### config.mk
export PLATFORM = sky130hd
export DESIGN_NAME = core_jtag_debug_flat
export DESIGN_NICKNAME = d
export VERILOG_FILES = /design/src/rtl/core_jtag_debug_if.sv /design/src/rtl/core_jtag_debug.sv /design/src/flat_wrapper.sv
export SDC_FILE = /design/constraint.sdc
export NUM_CORES = 1
export LEC_CHECK = 0
export CORE_MARGIN = 2
export CORE_UTILIZATION = 45
export CTS_CLUSTER_DIAMETER = 120
export CTS_CLUSTER_SIZE = 12
export DETAILED_ROUTE_END_ITERATION = 12
export PLACE_DENSITY = 0.86
export SYNTH_ARGS = -nofsm -noshare
export SYNTH_HDL_FRONTEND = slang
export SYNTH_SLANG_ARGS = --single-unit
### constraint.sdc
create_clock -name TCK -period 5.5 [get_ports TCK]
set_clock_uncertainty 0.15 [all_clocks]
set_input_delay 0.55 -clock TCK [delete_from_list [all_inputs] [get_ports TCK]]
set_output_delay 0.55 -clock TCK [all_outputs]
set_load 0.02 [all_outputs]
### src/rtl/core_jtag_debug_if.sv
`default_nettype none
// ============================================================================
// Module      : core_jtag_debug_if
// Description : Host and per-target JTAG signal bundle for core_jtag_debug.
//               Host side: TMS, TDI in; TDO out.
//               Target side (bit n serves target n): TGT_TCK, TGT_TMS,
//               TGT_TDI, TGT_TRSTB out; TGT_TDO in.
//               master = host/targets environment, slave = debug block.
// Revision    : 1.0 - initial release
// ============================================================================
interface core_jtag_debug_if;
    logic        TMS;
    logic        TDI;
    logic        TDO;
    logic [15:0] TGT_TCK;
    logic [15:0] TGT_TMS;
    logic [15:0] TGT_TDI;
    logic [15:0] TGT_TRSTB;
    logic [15:0] TGT_TDO;

    modport master (
        output TMS, TDI, TGT_TDO,
        input  TDO, TGT_TCK, TGT_TMS, TGT_TDI, TGT_TRSTB
    );

    modport slave (
        input  TMS, TDI, TGT_TDO,
        output TDO, TGT_TCK, TGT_TMS, TGT_TDI, TGT_TRSTB
    );
endinterface
`default_nettype wire

### src/rtl/core_jtag_debug.sv
`default_nettype none
// ============================================================================
// Module      : core_jtag_debug
// Description : IEEE 1149.1 TAP that routes a host JTAG port to one of up to
//               16 debug targets selected by an 8-bit IR code.
//   Ports     : TCK  - sole clock (rising edge)
//               TRST - synchronous active-high reset
//               bus  - core_jtag_debug_if.slave (host TMS/TDI/TDO and the
//                      per-target TCK/TMS/TDI/TRSTB/TDO vectors)
//   Option    : CORE_JTAG_DEBUG_IDCODE_EN - adds a 32-bit IDCODE register
//               selected by IR 8'h01 (IR reset value becomes 8'h01).
// Revision    : 1.0 - initial release
// ============================================================================
module core_jtag_debug #(
`ifdef CORE_JTAG_DEBUG_IDCODE_EN
    parameter logic [31:0] IDCODE = 32'h1000_0CFD,
`endif
    parameter int          NUM_DEBUG_TGTS = 16,
    parameter int          FAMILY = 19,
    parameter logic [7:0]  IR_CODE_TGT_0  = 8'h55, IR_CODE_TGT_1  = 8'h56,
    parameter logic [7:0]  IR_CODE_TGT_2  = 8'h57, IR_CODE_TGT_3  = 8'h58,
    parameter logic [7:0]  IR_CODE_TGT_4  = 8'h59, IR_CODE_TGT_5  = 8'h5A,
    parameter logic [7:0]  IR_CODE_TGT_6  = 8'h5B, IR_CODE_TGT_7  = 8'h5C,
    parameter logic [7:0]  IR_CODE_TGT_8  = 8'h5D, IR_CODE_TGT_9  = 8'h5E,
    parameter logic [7:0]  IR_CODE_TGT_10 = 8'h5F, IR_CODE_TGT_11 = 8'h60,
    parameter logic [7:0]  IR_CODE_TGT_12 = 8'h61, IR_CODE_TGT_13 = 8'h62,
    parameter logic [7:0]  IR_CODE_TGT_14 = 8'h63, IR_CODE_TGT_15 = 8'h64,
    parameter bit TGT_ACTIVE_HIGH_RESET_0  = 1'b0, TGT_ACTIVE_HIGH_RESET_1  = 1'b0,
    parameter bit TGT_ACTIVE_HIGH_RESET_2  = 1'b0, TGT_ACTIVE_HIGH_RESET_3  = 1'b0,
    parameter bit TGT_ACTIVE_HIGH_RESET_4  = 1'b0, TGT_ACTIVE_HIGH_RESET_5  = 1'b0,
    parameter bit TGT_ACTIVE_HIGH_RESET_6  = 1'b0, TGT_ACTIVE_HIGH_RESET_7  = 1'b0,
    parameter bit TGT_ACTIVE_HIGH_RESET_8  = 1'b0, TGT_ACTIVE_HIGH_RESET_9  = 1'b0,
    parameter bit TGT_ACTIVE_HIGH_RESET_10 = 1'b0, TGT_ACTIVE_HIGH_RESET_11 = 1'b0,
    parameter bit TGT_ACTIVE_HIGH_RESET_12 = 1'b0, TGT_ACTIVE_HIGH_RESET_13 = 1'b0,
    parameter bit TGT_ACTIVE_HIGH_RESET_14 = 1'b0, TGT_ACTIVE_HIGH_RESET_15 = 1'b0
) (
    input  wire                TCK,
    input  wire                TRST,
    core_jtag_debug_if.slave   bus
);

    localparam logic [7:0] c_ir_code [16] = '{
        IR_CODE_TGT_0,  IR_CODE_TGT_1,  IR_CODE_TGT_2,  IR_CODE_TGT_3,
        IR_CODE_TGT_4,  IR_CODE_TGT_5,  IR_CODE_TGT_6,  IR_CODE_TGT_7,
        IR_CODE_TGT_8,  IR_CODE_TGT_9,  IR_CODE_TGT_10, IR_CODE_TGT_11,
        IR_CODE_TGT_12, IR_CODE_TGT_13, IR_CODE_TGT_14, IR_CODE_TGT_15};

    localparam logic [15:0] c_active_high = {
        TGT_ACTIVE_HIGH_RESET_15, TGT_ACTIVE_HIGH_RESET_14,
        TGT_ACTIVE_HIGH_RESET_13, TGT_ACTIVE_HIGH_RESET_12,
        TGT_ACTIVE_HIGH_RESET_11, TGT_ACTIVE_HIGH_RESET_10,
        TGT_ACTIVE_HIGH_RESET_9,  TGT_ACTIVE_HIGH_RESET_8,
        TGT_ACTIVE_HIGH_RESET_7,  TGT_ACTIVE_HIGH_RESET_6,
        TGT_ACTIVE_HIGH_RESET_5,  TGT_ACTIVE_HIGH_RESET_4,
        TGT_ACTIVE_HIGH_RESET_3,  TGT_ACTIVE_HIGH_RESET_2,
        TGT_ACTIVE_HIGH_RESET_1,  TGT_ACTIVE_HIGH_RESET_0};

`ifdef CORE_JTAG_DEBUG_IDCODE_EN
    localparam logic [7:0] c_ir_reset = 8'h01;
`else
    localparam logic [7:0] c_ir_reset = 8'hFF;
`endif

    typedef enum logic [3:0] {
        ST_TLR      = 4'd0,  ST_RTI      = 4'd1,
        ST_SEL_DR   = 4'd2,  ST_CAP_DR   = 4'd3,
        ST_SHIFT_DR = 4'd4,  ST_EXIT1_DR = 4'd5,
        ST_PAUSE_DR = 4'd6,  ST_EXIT2_DR = 4'd7,
        ST_UPD_DR   = 4'd8,  ST_SEL_IR   = 4'd9,
        ST_CAP_IR   = 4'd10, ST_SHIFT_IR = 4'd11,
        ST_EXIT1_IR = 4'd12, ST_PAUSE_IR = 4'd13,
        ST_EXIT2_IR = 4'd14, ST_UPD_IR   = 4'd15
    } tap_state_t;

    tap_state_t  r_state;
    tap_state_t  w_state_next;
    logic [7:0]  r_ir;
    logic [7:0]  r_ir_sr;
    logic        r_bypass;
    // Cleared by any reset so that "no target" holds even if a target code
    // happens to equal the IR reset value.
    logic        r_sel_en;
    logic        w_sel_valid;
    logic [3:0]  w_sel_idx;
    logic        w_tdo;
    logic        w_rst_active;
    logic [15:0] w_tgt_tck, w_tgt_tms, w_tgt_tdi, w_tgt_trstb;
`ifdef CORE_JTAG_DEBUG_IDCODE_EN
    logic [31:0] r_idcode_sr;
    logic        w_idcode_sel;
    assign w_idcode_sel = (r_ir == 8'h01);
`endif

    // ---------------- TAP state register ----------------
    always_ff @(posedge TCK) begin
        if (TRST) r_state <= ST_TLR;
        else      r_state <= w_state_next;
    end

    always_comb begin
        w_state_next = r_state;
        case (r_state)
            ST_TLR:      w_state_next = bus.TMS ? ST_TLR      : ST_RTI;
            ST_RTI:      w_state_next = bus.TMS ? ST_SEL_DR   : ST_RTI;
            ST_SEL_DR:   w_state_next = bus.TMS ? ST_SEL_IR   : ST_CAP_DR;
            ST_CAP_DR:   w_state_next = bus.TMS ? ST_EXIT1_DR : ST_SHIFT_DR;
            ST_SHIFT_DR: w_state_next = bus.TMS ? ST_EXIT1_DR : ST_SHIFT_DR;
            ST_EXIT1_DR: w_state_next = bus.TMS ? ST_UPD_DR   : ST_PAUSE_DR;
            ST_PAUSE_DR: w_state_next = bus.TMS ? ST_EXIT2_DR : ST_PAUSE_DR;
            ST_EXIT2_DR: w_state_next = bus.TMS ? ST_UPD_DR   : ST_SHIFT_DR;
            ST_UPD_DR:   w_state_next = bus.TMS ? ST_SEL_DR   : ST_RTI;
            ST_SEL_IR:   w_state_next = bus.TMS ? ST_TLR      : ST_CAP_IR;
            ST_CAP_IR:   w_state_next = bus.TMS ? ST_EXIT1_IR : ST_SHIFT_IR;
            ST_SHIFT_IR: w_state_next = bus.TMS ? ST_EXIT1_IR : ST_SHIFT_IR;
            ST_EXIT1_IR: w_state_next = bus.TMS ? ST_UPD_IR   : ST_PAUSE_IR;
            ST_PAUSE_IR: w_state_next = bus.TMS ? ST_EXIT2_IR : ST_PAUSE_IR;
            ST_EXIT2_IR: w_state_next = bus.TMS ? ST_UPD_IR   : ST_SHIFT_IR;
            ST_UPD_IR:   w_state_next = bus.TMS ? ST_SEL_DR   : ST_RTI;
            default:     w_state_next = ST_TLR;
        endcase
    end

    // ---------------- IR / DR datapath ----------------
    // Capture/shift/update act on the edge that leaves the named state.
    always_ff @(posedge TCK) begin
        if (TRST) begin
            r_ir     <= c_ir_reset;
            r_ir_sr  <= 8'h00;
            r_bypass <= 1'b0;
            r_sel_en <= 1'b0;
`ifdef CORE_JTAG_DEBUG_IDCODE_EN
            r_idcode_sr <= IDCODE;
`endif
        end else begin
            case (r_state)
                ST_CAP_IR:   r_ir_sr <= 8'h01;
                ST_SHIFT_IR: r_ir_sr <= {bus.TDI, r_ir_sr[7:1]};
                ST_UPD_IR: begin
                    r_ir     <= r_ir_sr;
                    r_sel_en <= 1'b1;
                end
                ST_CAP_DR: begin
                    r_bypass <= 1'b0;
`ifdef CORE_JTAG_DEBUG_IDCODE_EN
                    r_idcode_sr <= IDCODE;
`endif
                end
                ST_SHIFT_DR: begin
                    r_bypass <= bus.TDI;
`ifdef CORE_JTAG_DEBUG_IDCODE_EN
                    r_idcode_sr <= {bus.TDI, r_idcode_sr[31:1]};
`endif
                end
                default: ;
            endcase
            // Walking into Test-Logic-Reset via TMS clears IR and selection;
            // no state that updates IR can lead there, so ordering is safe.
            if (w_state_next == ST_TLR) begin
                r_ir     <= c_ir_reset;
                r_sel_en <= 1'b0;
            end
        end
    end

    // ---------------- target selection ----------------
    // Descending scan so the lowest matching index wins.
    always_comb begin
        w_sel_valid = 1'b0;
        w_sel_idx   = 4'd0;
        for (int n = 15; n >= 0; n--) begin
            if (n < NUM_DEBUG_TGTS && r_ir == c_ir_code[n]) begin
                w_sel_valid = r_sel_en;
                w_sel_idx   = 4'(n);
            end
        end
`ifdef CORE_JTAG_DEBUG_IDCODE_EN
        if (w_idcode_sel) w_sel_valid = 1'b0;
`endif
    end

    // ---------------- host TDO ----------------
    always_comb begin
        w_tdo = 1'b0;
        case (r_state)
            ST_SHIFT_IR: w_tdo = r_ir_sr[0];
            ST_SHIFT_DR: begin
                if (w_sel_valid) w_tdo = bus.TGT_TDO[w_sel_idx];
                else             w_tdo = r_bypass;
`ifdef CORE_JTAG_DEBUG_IDCODE_EN
                if (w_idcode_sel) w_tdo = r_idcode_sr[0];
`endif
            end
            default: w_tdo = 1'b0;
        endcase
    end

    // ---------------- per-target fan-out ----------------
    assign w_rst_active = TRST | (r_state == ST_TLR);

    for (genvar n = 0; n < 16; n++) begin : g_tgt
        localparam bit c_present = (n < NUM_DEBUG_TGTS);
        logic w_this_sel;
        assign w_this_sel     = c_present && w_sel_valid && (w_sel_idx == 4'(n));
        assign w_tgt_tck[n]   = c_present ? TCK : 1'b0;
        assign w_tgt_tms[n]   = w_this_sel ? bus.TMS : 1'b0;
        assign w_tgt_tdi[n]   = w_this_sel ? bus.TDI : 1'b1;
        assign w_tgt_trstb[n] = (c_present && w_rst_active) ? c_active_high[n]
                                                            : ~c_active_high[n];
    end

    assign bus.TDO       = w_tdo;
    assign bus.TGT_TCK   = w_tgt_tck;
    assign bus.TGT_TMS   = w_tgt_tms;
    assign bus.TGT_TDI   = w_tgt_tdi;
    assign bus.TGT_TRSTB = w_tgt_trstb;

endmodule
`default_nettype wire

### src/flat_wrapper.sv
// flat-port wrapper written by rule: the top's interface ports become plain ports
module core_jtag_debug_flat 
#(

    parameter int          NUM_DEBUG_TGTS = 16,
    parameter int          FAMILY = 19,
    parameter logic [7:0]  IR_CODE_TGT_0  = 8'h55, IR_CODE_TGT_1  = 8'h56,
    parameter logic [7:0]  IR_CODE_TGT_2  = 8'h57, IR_CODE_TGT_3  = 8'h58,
    parameter logic [7:0]  IR_CODE_TGT_4  = 8'h59, IR_CODE_TGT_5  = 8'h5A,
    parameter logic [7:0]  IR_CODE_TGT_6  = 8'h5B, IR_CODE_TGT_7  = 8'h5C,
    parameter logic [7:0]  IR_CODE_TGT_8  = 8'h5D, IR_CODE_TGT_9  = 8'h5E,
    parameter logic [7:0]  IR_CODE_TGT_10 = 8'h5F, IR_CODE_TGT_11 = 8'h60,
    parameter logic [7:0]  IR_CODE_TGT_12 = 8'h61, IR_CODE_TGT_13 = 8'h62,
    parameter logic [7:0]  IR_CODE_TGT_14 = 8'h63, IR_CODE_TGT_15 = 8'h64,
    parameter bit TGT_ACTIVE_HIGH_RESET_0  = 1'b0, TGT_ACTIVE_HIGH_RESET_1  = 1'b0,
    parameter bit TGT_ACTIVE_HIGH_RESET_2  = 1'b0, TGT_ACTIVE_HIGH_RESET_3  = 1'b0,
    parameter bit TGT_ACTIVE_HIGH_RESET_4  = 1'b0, TGT_ACTIVE_HIGH_RESET_5  = 1'b0,
    parameter bit TGT_ACTIVE_HIGH_RESET_6  = 1'b0, TGT_ACTIVE_HIGH_RESET_7  = 1'b0,
    parameter bit TGT_ACTIVE_HIGH_RESET_8  = 1'b0, TGT_ACTIVE_HIGH_RESET_9  = 1'b0,
    parameter bit TGT_ACTIVE_HIGH_RESET_10 = 1'b0, TGT_ACTIVE_HIGH_RESET_11 = 1'b0,
    parameter bit TGT_ACTIVE_HIGH_RESET_12 = 1'b0, TGT_ACTIVE_HIGH_RESET_13 = 1'b0,
    parameter bit TGT_ACTIVE_HIGH_RESET_14 = 1'b0, TGT_ACTIVE_HIGH_RESET_15 = 1'b0
)
  (TCK, TRST, bus_TMS, bus_TDI, bus_TGT_TDO, bus_TDO, bus_TGT_TCK, bus_TGT_TMS, bus_TGT_TDI, bus_TGT_TRSTB);
  core_jtag_debug_if bus_i ();
  input  wire TCK;
  input  wire TRST;
  input wire logic [$bits(bus_i.TMS)-1:0] bus_TMS;
  input wire logic [$bits(bus_i.TDI)-1:0] bus_TDI;
  input wire logic [$bits(bus_i.TGT_TDO)-1:0] bus_TGT_TDO;
  output wire logic [$bits(bus_i.TDO)-1:0] bus_TDO;
  output wire logic [$bits(bus_i.TGT_TCK)-1:0] bus_TGT_TCK;
  output wire logic [$bits(bus_i.TGT_TMS)-1:0] bus_TGT_TMS;
  output wire logic [$bits(bus_i.TGT_TDI)-1:0] bus_TGT_TDI;
  output wire logic [$bits(bus_i.TGT_TRSTB)-1:0] bus_TGT_TRSTB;
  assign bus_i.TMS = bus_TMS;
  assign bus_i.TDI = bus_TDI;
  assign bus_i.TGT_TDO = bus_TGT_TDO;
  assign bus_TDO = bus_i.TDO;
  assign bus_TGT_TCK = bus_i.TGT_TCK;
  assign bus_TGT_TMS = bus_i.TGT_TMS;
  assign bus_TGT_TDI = bus_i.TGT_TDI;
  assign bus_TGT_TRSTB = bus_i.TGT_TRSTB;
  core_jtag_debug #(.NUM_DEBUG_TGTS(NUM_DEBUG_TGTS), .FAMILY(FAMILY), .IR_CODE_TGT_0(IR_CODE_TGT_0), .IR_CODE_TGT_1(IR_CODE_TGT_1), .IR_CODE_TGT_2(IR_CODE_TGT_2), .IR_CODE_TGT_3(IR_CODE_TGT_3), .IR_CODE_TGT_4(IR_CODE_TGT_4), .IR_CODE_TGT_5(IR_CODE_TGT_5), .IR_CODE_TGT_6(IR_CODE_TGT_6), .IR_CODE_TGT_7(IR_CODE_TGT_7), .IR_CODE_TGT_8(IR_CODE_TGT_8), .IR_CODE_TGT_9(IR_CODE_TGT_9), .IR_CODE_TGT_10(IR_CODE_TGT_10), .IR_CODE_TGT_11(IR_CODE_TGT_11), .IR_CODE_TGT_12(IR_CODE_TGT_12), .IR_CODE_TGT_13(IR_CODE_TGT_13), .IR_CODE_TGT_14(IR_CODE_TGT_14), .IR_CODE_TGT_15(IR_CODE_TGT_15), .TGT_ACTIVE_HIGH_RESET_0(TGT_ACTIVE_HIGH_RESET_0), .TGT_ACTIVE_HIGH_RESET_1(TGT_ACTIVE_HIGH_RESET_1), .TGT_ACTIVE_HIGH_RESET_2(TGT_ACTIVE_HIGH_RESET_2), .TGT_ACTIVE_HIGH_RESET_3(TGT_ACTIVE_HIGH_RESET_3), .TGT_ACTIVE_HIGH_RESET_4(TGT_ACTIVE_HIGH_RESET_4), .TGT_ACTIVE_HIGH_RESET_5(TGT_ACTIVE_HIGH_RESET_5), .TGT_ACTIVE_HIGH_RESET_6(TGT_ACTIVE_HIGH_RESET_6), .TGT_ACTIVE_HIGH_RESET_7(TGT_ACTIVE_HIGH_RESET_7), .TGT_ACTIVE_HIGH_RESET_8(TGT_ACTIVE_HIGH_RESET_8), .TGT_ACTIVE_HIGH_RESET_9(TGT_ACTIVE_HIGH_RESET_9), .TGT_ACTIVE_HIGH_RESET_10(TGT_ACTIVE_HIGH_RESET_10), .TGT_ACTIVE_HIGH_RESET_11(TGT_ACTIVE_HIGH_RESET_11), .TGT_ACTIVE_HIGH_RESET_12(TGT_ACTIVE_HIGH_RESET_12), .TGT_ACTIVE_HIGH_RESET_13(TGT_ACTIVE_HIGH_RESET_13), .TGT_ACTIVE_HIGH_RESET_14(TGT_ACTIVE_HIGH_RESET_14), .TGT_ACTIVE_HIGH_RESET_15(TGT_ACTIVE_HIGH_RESET_15)) u_core (.TCK(TCK), .TRST(TRST), .bus(bus_i));
endmodule
=== Yosys cells after proc, flatten, opt, wreduce, memory -nomap -nowiden ===
Cells that the tools add are included.

* Flip-flop bits (word level): 22
* Input port bits: 20
* Output and inout bits: 65
* Word-level logic and storage cells: 162

* Magnitude comparators: 1
* Equal/unequal tests: 46
* Multiplexer cells: 84
* Bitwise operators: 1
* Reductions and logical operators: 25

{| class="wikitable"
|+ Operators by type and width
! cell !! number
|-
| == test 8 x 7 -> 1 bit, second input constant || 16
|-
| 2-to-1 mux 4 bit || 20
|-
| == test 4 bit, second input constant || 16
|-
| 2-to-1 mux 1 bit || 54
|-
| case mux 4 bit (12 select lines) || 1
|-
| == test 4 x 3 -> 1 bit, second input constant || 8
|-
| == test 4 x 2 -> 1 bit, second input constant || 4
|-
| logical AND 1 bit || 16
|-
| case mux 8 bit (2 select lines) || 1
|-
| zero test 4 bit || 3
|-
| == test 4 x 1 -> 1 bit, second input constant || 2
|-
| 2-to-1 mux 2 bit || 3
|-
| 2-to-1 mux 3 bit || 2
|-
| OR reduction 2 bit || 3
|-
| < comparator 4 x 5 -> 1 bit, second input constant || 1
|-
| binary-select mux 1 bit (select 4 bit) || 1
|-
| case mux 1 bit (2 select lines) || 2
|-
| nonzero test 2 bit || 2
|-
| OR reduction 3 bit || 1
|-
| OR 1 bit || 1
|}

=== Depth between registers and ports, before layout ===
* Word-level depth: 21
* Mapped depth: 9
* Depth with buffers taken out: 7

==> run_results.csv <==
group,metric,value,unit
cts,clock_latency,0.36,ns
sta,worstMarginPinSlew,1.143,ns
floorplan,core,4000,um2
sta,finalSetupViolations,0,
worst_setup_path,path_class,"clock port to output port",
routing,num_vias,2083,
finish,antenna_cells,0,
worst_setup_path,slowest_stage,"clkdlybuf4s50_1",
finish,mostFrequentLayoutCell,"clkdlybuf4s50_1",
finish,final_nets,343,
routing,ant_nets,0,
finish,final.fill_count,346,
power,ir_drop,594.5,uV
power,power_frac_comb,8.1,%
routing,drt-initial-drc-count,106,
place,dpl.hpwl,3547,um
floorplan,die_h,68.28,um
logic_synthesis,synthDominantCellAreaShare,23.69,%
worst_setup_path,reg2reg_slack,2.40,ns
place,place_congestion,0.8612,
min_path,hold_depth,2,
finish,final_cell_mix,"clkdlybuf4s50_1, nand2_1, nor2_1",
global_routing,antenna_found_initial,0,
logic_synthesis,yosys.area.top_type,"dfxtp_1",
logic_synthesis,ys_top_cells_by_area,"dfxtp_1, buf_4, nand2_1, nand3_1, a21oi_1",
power,pwr-share-clk,75.2,%
sta,whs,0.3348,ns
status,outcome,"complete, no violations",
routing,routed_wl,5168,um
logic_synthesis,ys_seq_area_share,23.69,%
logic_synthesis,synth_enable_flop_cells,0,
logic_synthesis,yosysWarnings,0,
global_routing,grt_pass1_wl,7962,um
cts,cts_setup_buffers,0,
global_routing,grt_max_degree,20,
logic_synthesis,synthesis.nets,292,
worst_setup_path,cp-start-kind,"clock port",
routing,post_drt_wl_per_cell,13.89,um
worst_setup_path,regToRegEndpoint,"u_core.r_sel_en$_SDFFE_PP0N_",
cts,clk_pin_slew,0.08,ns
global_routing,use_met1,25.15,%
min_path,min_path_type,"register to register",
logic_synthesis,async_flop_share,0,%
logic_synthesis,syn_area,1859,um2
floorplan,start_util,46.48,%
global_routing,globalRouteOverflowTotal,0,
sta,grt_setup_unrepaired,"no",
power,sequentialPowerShare,16.7,%
power,power.static_leakage,0.9279,nW
min_path,min-delay-start,"u_core.r_ir[7]$_SDFFE_PP1N_",
global_routing,grt_usage,21.93,%
logic_synthesis,synth_ff_type,"dfxtp_1",
global_routing,grt-busiest-layer,"met2",
cts,ctsResizeCount,0,
floorplan,num_rows,23,
logic_synthesis,yosysUniqueCellTypes,51,
floorplan,ios,85,
worst_setup_path,cpLargestDelayFamily,"buffers and inverters",
floorplan,die_area,4662,um2
worst_setup_path,cp-end-kind,"output port",
floorplan,die_w,68.28,um
logic_synthesis,netlist_instances,272,
worst_setup_path,cp.required,4.80,ns
sta,slew_violations,0,
global_routing,gr-usage-met2,36.04,%
finish,drive_above_1_share,6.832,%
sta,hold_violations,0,
power,p_int,0.0006534,W
worst_setup_path,slowest_delay,0.54,ns
place,portBuffers,84,
cts,cts_tree,"yes",
global_routing,use_met3,5.263,%
cts,hold_buffers,0,
worst_setup_path,critPathBufInv,4,
global_routing,grt_pass1_vias,1889,
worst_setup_path,r2r_start,"u_core.r_state[0]$_SDFF_PP0_",
worst_setup_path,r2r_cells,5,
logic_synthesis,ys_seq_elements,22,
finish,syn2layout_area_growth,42.80,%
worst_setup_path,arrival,3.68,ns
worst_setup_path,path_common_cell,"clkbuf_8",
power,total_switching_power,0.0003618,W
worst_setup_path,path_cells,"clkbuf_8 > clkbuf_8 > clkbuf_16 > clkdlybuf4s50_1",
sta,slew-limit-headroom,23.21,%
routing,routed_via_density,5.599,
power,p_sw_share,35.64,%
logic_synthesis,syn_avg_cell_area,6.836,um2
power,power_density,382.4,nW/um2
routing,drc,0,
sta,finalSetupTns,0,ns
flow_run,drv_cap,0,
min_path,worstHoldEndpoint,"u_core.r_ir[7]$_SDFFE_PP1N_",
worst_setup_path,cp_max_fo,4,
routing,drt_pass1_iterations,5,
## power by group through the flow
stage          logic [W]  registers [W]  clock network (W)
6_report       0.0000826       0.000169           0.000763
3_5_place_dp   0.0000818       0.000172           0.000391
3_3_place_gp   0.0000817       0.000172           0.000391
2_1_floorplan  0.0000639       0.000166           0.000340
5_1_grt        0.0000883       0.000170           0.000797
4_1_cts        0.0000830       0.000169           0.000777
## worst max path at each step
stage | end | cells after the start | start | slack (ns)
finish | bus_TGT_TCK[0] | 4 | TCK | 1.12
global route | bus_TGT_TCK[0] | 4 | TCK | 1.10
CTS | bus_TGT_TCK[0] | 4 | TCK | 1.11
detailed placement | bus_TGT_TCK[0] | 1 | TCK | 1.54
global placement | bus_TGT_TCK[0] | 1 | TCK | 1.54
floorplan | bus_TGT_TCK[0] | 1 | TCK | 1.92
## sequential cells by signal, summed over array words and instances (netlist names)
signal	flops
u_core.r_ir_sr	8
u_core.r_bypass	1
u_core.r_ir	8
u_core.r_sel_en	1
u_core.r_state	4
## layer usage
layer | up-vias | wire (um)
li1 | 1018 | -
met1 | 928 | 2180
met2 | 122 | 2391
met3 | 15 | 496
met4 | 0 | 100
met5 | - | 0
## tightest hold or removal path: stages (launching register included)
cell     delay (ns)
dfxtp_1        0.32
nand2_1        0.05
nand3_1        0.06
## cell usage after synthesis (3+ instances only)
cell type and number:
a21oi_1 20, nor4_1 4, dfxtp_1 22, mux2i_1 3, nand4_1 3, o21ai_0 7
buf_2 8, nand2_1 57, nor2_1 24, buf_4 32, nand3_1 22, clkbuf_1 3
nand2b_1 3, nor3b_2 3, inv_1 5, nor3_1 13
## metrics by stage
stage / power, W / setup slack (ns) / utilization (%) / instances / instance area [um2]
3_5_place_dp: 0.0006450 / 1.542 / 61.12 / 360 / 2445
6_report: 0.001015 / 1.121 / 66.37 / 372 / 2655
4_1_cts: 0.001029 / 1.107 / 66.37 / 372 / 2655
5_1_grt: 0.001056 / 1.098 / 66.37 / 372 / 2655
3_3_place_gp: 0.0006446 / 1.542 / 61.12 / 360 / 2445
2_1_floorplan: 0.0005701 / 1.916 / - / 272 / 1859
## final cells by class
cell class	count	area (um2)	area share, %
clock buffer	28	370.4	13.95
inverter	6	22.52	0.8483
multi-input combinational	198	1079	40.62
sequential	22	440.4	16.59
tap	50	62.56	2.356
timing repair buffer	68	680.7	25.64
## cells by family after synthesis
kind of cell	synth area share, %
DFF	23.69
and+or+nand+nor	36.54
muxes	2.826
buffers and inverters	18.30
AOI/OAI and AO/OA	18.17
xor gates and xnor gates	0.4711
(Power assumes the default switching activity.)
